### src/rtl/snd_gen_if.sv
// Sound write port from the c16 core: one-cycle strobe plus parameter/channel/data.
interface snd_gen_if;
  logic        snd_wen;
  logic [1:0]  w_param;
  logic [10:0] w_index;
  logic [15:0] w_val;

  modport master (output snd_wen, w_param, w_index, w_val);
  modport slave  (input  snd_wen, w_param, w_index, w_val);
endinterface

### src/rtl/snd_gen.sv
// Four-channel square-wave tone generator: per-channel period/volume/duration,
// shared tick and duration prescalers, 6-bit mixed sample and 1-bit PWM output.
module snd_gen #(
  parameter int unsigned TICK_DIV = 50,
  parameter int unsigned DUR_DIV  = 1000
) (
  input  logic       clk,
  input  logic       resetn,
  snd_gen_if.slave   bus,
  output logic [5:0] sample,
  output logic       pwm_out,
  output logic [3:0] active
);

  localparam logic [15:0] TICK_LAST = 16'(TICK_DIV - 1);
  localparam logic [15:0] DUR_LAST  = 16'(DUR_DIV - 1);

  logic [15:0] tcnt;
  logic [15:0] dcnt;
  logic [5:0]  pcnt;
  logic        tick;
  logic        dtick;
  logic        wr_hit;
  logic [3:0]  en_vec;
  logic [3:0]  contrib [4];
  logic [5:0]  mix;

  assign tick   = (tcnt == TICK_LAST);
  assign dtick  = tick && (dcnt == DUR_LAST);
  assign wr_hit = bus.snd_wen && (bus.w_index[10:2] == '0);

  always_ff @(posedge clk or negedge resetn) begin
    if (!resetn) begin
      tcnt <= '0;
      dcnt <= '0;
      pcnt <= '0;
    end else begin
      tcnt <= tick ? '0 : tcnt + 16'd1;
      if (tick) begin
        dcnt <= (dcnt == DUR_LAST) ? '0 : dcnt + 16'd1;
      end
      pcnt <= pcnt + 6'd1;
    end
  end

  for (genvar g = 0; g < 4; g++) begin : g_ch
    logic [15:0] period;
    logic [15:0] dur;
    logic [15:0] phase;
    logic [15:0] dur_cnt;
    logic [3:0]  vol;
    logic        en;
    logic        level;
    logic        sel;

    assign sel = wr_hit && (bus.w_index[1:0] == 2'(g));

    // Timed updates first; a write to this channel is applied last so it
    // overrides any field it touches on a tick/dtick cycle.
    always_ff @(posedge clk or negedge resetn) begin
      if (!resetn) begin
        period  <= '0;
        dur     <= '0;
        phase   <= '0;
        dur_cnt <= '0;
        vol     <= '0;
        en      <= 1'b0;
        level   <= 1'b0;
      end else begin
        if (tick && en && (period != '0)) begin
          if (phase == period - 16'd1) begin
            phase <= '0;
            level <= ~level;
          end else begin
            phase <= phase + 16'd1;
          end
        end
        if (dtick && en && (dur != '0)) begin
          if (dur_cnt == 16'd1) begin
            en    <= 1'b0;
            level <= 1'b0;
          end else begin
            dur_cnt <= dur_cnt - 16'd1;
          end
        end
        if (sel) begin
          case (bus.w_param)
            2'd0: begin
              period <= bus.w_val;
              phase  <= '0;
              level  <= 1'b0;
            end
            2'd1: vol <= bus.w_val[3:0];
            2'd2: begin
              dur     <= bus.w_val;
              dur_cnt <= bus.w_val;
            end
            default: begin
              en <= bus.w_val[0];
              if (bus.w_val[0]) begin
                phase   <= '0;
                level   <= 1'b0;
                dur_cnt <= dur;
              end
            end
          endcase
        end
      end
    end

    assign en_vec[g]  = en;
    assign contrib[g] = (en && level) ? vol : 4'd0;
  end

  always_comb begin
    mix = {2'b00, contrib[0]} + {2'b00, contrib[1]}
        + {2'b00, contrib[2]} + {2'b00, contrib[3]};
  end

  always_ff @(posedge clk or negedge resetn) begin
    if (!resetn) begin
      sample  <= '0;
      pwm_out <= 1'b0;
    end else begin
      sample  <= mix;
      pwm_out <= (pcnt < sample);
    end
  end

  assign active = en_vec;

endmodule

### src/flat_wrapper.sv
// flat-port wrapper written by rule: the top's interface ports become plain ports
module snd_gen_flat 
#(
  parameter int unsigned TICK_DIV = 50,
  parameter int unsigned DUR_DIV  = 1000
)
  (clk, resetn, sample, pwm_out, active, bus_snd_wen, bus_w_param, bus_w_index, bus_w_val);
  snd_gen_if bus_i ();
  input  logic clk;
  input  logic resetn;
  output logic [5:0] sample;
  output logic pwm_out;
  output logic [3:0] active;
  input wire logic [$bits(bus_i.snd_wen)-1:0] bus_snd_wen;
  input wire logic [$bits(bus_i.w_param)-1:0] bus_w_param;
  input wire logic [$bits(bus_i.w_index)-1:0] bus_w_index;
  input wire logic [$bits(bus_i.w_val)-1:0] bus_w_val;
  assign bus_i.snd_wen = bus_snd_wen;
  assign bus_i.w_param = bus_w_param;
  assign bus_i.w_index = bus_w_index;
  assign bus_i.w_val = bus_w_val;
  snd_gen #(.TICK_DIV(TICK_DIV), .DUR_DIV(DUR_DIV)) u_core (.clk(clk), .resetn(resetn), .bus(bus_i), .sample(sample), .pwm_out(pwm_out), .active(active));
endmodule
### config.mk
export PLATFORM = sky130hd
export DESIGN_NAME = snd_gen_flat
export DESIGN_NICKNAME = d
export VERILOG_FILES = /design/src/rtl/snd_gen_if.sv /design/src/rtl/snd_gen.sv /design/src/flat_wrapper.sv
export SDC_FILE = /design/constraint.sdc
export NUM_CORES = 1
export LEC_CHECK = 0
export ABC_CLOCK_PERIOD_IN_PS = 2700
export CAP_MARGIN = 30
export CORE_ASPECT_RATIO = 0.5
export CORE_UTILIZATION = 45
export CTS_BUF_LIST = sky130_fd_sc_hd__clkbuf_16
export DETAILED_ROUTE_END_ITERATION = 8
export PLACE_DENSITY = 0.63
export REMOVE_ABC_BUFFERS = 1
export SETUP_SLACK_MARGIN = 0.4
export SLEW_MARGIN = 0
export SYNTH_ARGS = -nofsm -noshare
export SYNTH_HDL_FRONTEND = slang
export SYNTH_SLANG_ARGS = --single-unit
### constraint.sdc
create_clock -name clk -period 2.7 [get_ports clk]
set_input_delay 0.81 -clock clk [delete_from_list [all_inputs] [get_ports clk]]
set_output_delay 0.81 -clock clk [all_outputs]
set_load 0.005 [all_outputs]
==> metrics.csv <==
stage;metric;value;unit
cells_and_area;area_growth_syn_to_layout;38.14;%
drt;wl_met2;24.87;mm
cells_and_area;drive_gt1_frac;0.3608;
cells_and_area;fin_cells;2582;
clocking;htree_levels;1;
setup_path;ff2ff_path_depth;12;
floorplan;dieHeight;142.3;µm
clocking;hold_buffers;0;
placed_design;dp_slack;-0.4170;ns
timing;clock.fmax;361.2;MHz
timing;hold_viol;0;
timing;timing.final.ws_setup;-0.06819;ns
hold_path;holdCritPathClass;in2async;
setup_path;crit_type;reg2reg;
cells_and_area;fillers;2922;
global_routing;grt_remaining_overflow;0;
drt;firstDrtPassIters;5;
setup_path;cp.required;3.23;ns
clocking;cts_buffers;31;
setup_path;timing.rr.end;u_core.sample[5]$_DFF_PN0_;
logic_synthesis;synth_seq_cells;325;
timing;tns;-0.3762;ns
floorplan;ioPinCount;43;
logic_synthesis;synthArstFlopShare;1.000;
clocking;cts_tree;done;
status;status;finished, violations left;
power_and_ir_drop;powerDensity;428.9;nW/µm²
timing;drv_slew;0;
clocking;cts.sink_count;325;
placed_design;dp_hpwl;34.87;mm
timing;skew;0.01832;ns
logic_synthesis;netlist_instances;1720;
timing;slew_headroom;0.6046;
status;violations;setup timing;
timing;worstMarginPinSlew;0.5854;ns
setup_path;crit_fanout;2;
setup_path;worstReg2RegStart;u_core.g_ch[1].level$_DFF_PN0_;
global_routing;first_global_vias;14470;
logic_synthesis;synth_edf_count;0;
drt;routed-wl-met3;3.248;mm
setup_path;cp-end-kind;flip-flop;
drt;route.vias.total;14760;
setup_path;cp-start-kind;flip-flop;
timing;whs;0.1813;ns
clocking;clk-insertion-delay-late;0.59;ns
floorplan;fp-row-count;50;
cells_and_area;nNetsFinal;2113;
drt;wl_per_cell;20.76;µm
global_routing;grt_pass1_wl;81.61;mm
drt;topRoutingLayerUsed;met4;
placed_design;place_inst;2437;
logic_synthesis;synth_cell_types;73;
setup_path;critPathArrivalTime;3.30;ns
placed_design;finalWeightedCongestion;0.8802;
global_routing;grt_max_degree;64;
drt;wl;53.60;mm
logic_synthesis;postSynthAreaPerCell;10.29;µm²
job;cap_violations;0;
global_routing;grt_usage;0.2614;
drt;drc;0;
global_routing;antenna_found_initial;3;
cells_and_area;area.sequential;8137;µm²
logic_synthesis;syn-cell-area;17700;µm²
cells_and_area;diodes;0;
logic_synthesis;synth-main-ff-cell;dfrtp_1;
clocking;clk_pin_slew;0.07;ns
clocking;cts_buffer_depth;3;
drt;routed_via_density;5.717;
drt;drt_iter0_drc;1128;
drt;postRouteAntennaNets;0;
placed_design;portBuffers;42;
logic_synthesis;ys_seq_area_frac;0.4594;
floorplan;fp.dieArea;40190;µm²
timing;setup_viol;16;
power_and_ir_drop;peakVddDrop;435.5;µV
timing;fin_crit_sh;1.025;
floorplan;start_util;0.4654;
setup_path;r2r_slack;-0.07;ns
power_and_ir_drop;power_leakage;11.04;nW
floorplan;fp.coreArea;38040;µm²
timing;rsz0062_at_grt;yes;
floorplan;die_w;282.5;µm
logic_synthesis;ys_warn_count;0;
cells_and_area;multi_input_area;10910;µm²
clocking;root_buffer;clkbuf_16;
cells_and_area;post-route-util;0.6430;
drt;wl_met1;24.19;mm
timing;fin_crit;2.768;ns
## layout make-up
cell class              count  share of cell area
well taps                 520             0.02660
inverters                  56            0.008595
clock buffers              31             0.03172
flip-flops and latches    325              0.3327
clock inverters            26             0.01560
multi-input cells        1287              0.4461
repair buffers            337              0.1386
## what timing repair did
| item | CTS | global route |
|---|---|---|
| gates resized for setup | 246 | 225 |
| endpoints found under the hold margin | 0 | 0 |
| setup endpoints to repair | 217 | 211 |
| buffers inserted | 41 | 38 |
| pin swaps | 87 | 124 |
| cloned | 5 | 4 |
## critical path, stage by stage, from the launching register on
cell      delay [ns]
dfrtp_1         0.43
and3_1          0.17
ha_2            0.20
fa_2            0.57
inv_2           0.04
fa_1            0.45
inv_2           0.08
ha_4            0.13
inv_2           0.03
fa_2            0.34
nor2b_1         0.12
o21ai_1         0.07
nand2b_1        0.06
## state kept, by name, indices dropped and copies added (netlist names)
name	cells
u_core.g_ch.dur	64
u_core.g_ch.dur_cnt	64
u_core.g_ch.period	64
u_core.g_ch.phase	64
u_core.dcnt	16
u_core.g_ch.vol	16
u_core.tcnt	16
u_core.pcnt	6
u_core.sample	6
u_core.g_ch.en	4
u_core.g_ch.level	4
u_core.pwm_out	1
## how the worst max path moves through the flow
stage,start,depth (start not counted),end
2_1_floorplan,bus_w_param[0],5,u_core.g_ch[1].dur_cnt[10]$_DFF_PN0_
3_3_place_gp,bus_w_index[7],9,u_core.g_ch[2].period[7]$_DFFE_PN0P_
3_5_place_dp,bus_w_index[3],9,u_core.g_ch[2].dur[1]$_DFFE_PN0P_
4_1_cts,u_core.g_ch[1].level$_DFF_PN0_,12,u_core.sample[5]$_DFF_PN0_
5_1_grt,u_core.g_ch[1].level$_DFF_PN0_,10,u_core.sample[4]$_DFF_PN0_
6_report,u_core.g_ch[1].level$_DFF_PN0_,12,u_core.sample[5]$_DFF_PN0_
## layout by cell type (no fill, tap or decap), drive strengths merged, types with 11 or more instances in the layout
cell type / n
dfrtp: 325
buf: 291
nor2: 155
xnor2: 142
mux2: 134
nand2: 100
xor2: 94
a21oi: 79
inv: 63
nand3: 63
o22ai: 60
nor3: 48
nor4: 38
clkbuf: 37
ha: 37
o21ai: 35
and3: 33
nand4: 26
clkdlybuf4s50: 26
or4: 26
and2: 24
nand2b: 22
or3: 19
mux2i: 11
nor2b: 11
## where the power goes
part | leakage, nW | switching [mW] | internal, mW
logic | 6.37 | 0.331 | 0.184
clock network | 0.577 | 2.03 | 3.04
registers | 4.08 | 0.0198 | 4.88
total | 11.0 | 2.38 | 8.11
## layer usage
layer  track usage  up-vias
met1        0.3730     7459
li1              -     6794
met5             0        -
met4       0.06060        0
met2        0.4122      405
met3       0.04859      104
## stage by stage
stage               cell area [µm²]  total power, mW
finish                        24460            10.49
global route                  24460            10.82
CTS                           23050            10.55
detailed placement            20410            5.484
global placement              20410            5.481
floorplan                     17480            5.101
## Yosys cell counts, types with 5 or more instances
cell type | count | area [µm²]
ha_1 | 37 | 462.9
nor3_1 | 45 | 225.2
nor2b_1 | 11 | 68.82
fa_1 | 6 | 120.1
a21oi_1 | 79 | 395.4
xnor2_1 | 142 | 1244
a21boi_0 | 5 | 37.54
o22ai_1 | 60 | 375.4
o21ai_0 | 34 | 170.2
nand4b_1 | 10 | 87.58
o211ai_1 | 6 | 45.04
and4_1 | 8 | 70.07
inv_1 | 56 | 210.2
nand3b_1 | 7 | 52.55
and3_1 | 33 | 206.5
nand3_1 | 63 | 315.3
nand4_1 | 26 | 162.7
clkbuf_1 | 41 | 153.9
buf_2 | 5 | 25.02
mux2i_1 | 11 | 110.1
dfrtp_1 | 325 | 8133
a41oi_1 | 6 | 52.55
a21o_1 | 6 | 45.04
buf_4 | 6 | 45.04
mux2_2 | 134 | 1509
or3_1 | 18 | 112.6
nand2_1 | 99 | 371.6
and2_1 | 23 | 143.9
nor4_1 | 34 | 212.7
nor2_1 | 155 | 581.8
nor3b_1 | 6 | 45.04
xor2_1 | 94 | 823.3
nand2b_1 | 22 | 137.6
or4_1 | 25 | 187.7
nor4b_1 | 5 | 43.79
## logic make-up after synthesis
family	synth area share
mux	0.09146
buf+inv	0.02474
xor+xnor	0.1168
simple gates	0.1846
flops	0.4594
compound gates	0.09011
fa+ha+maj	0.03294
Note: power is estimated with default switching activity, not from simulation.
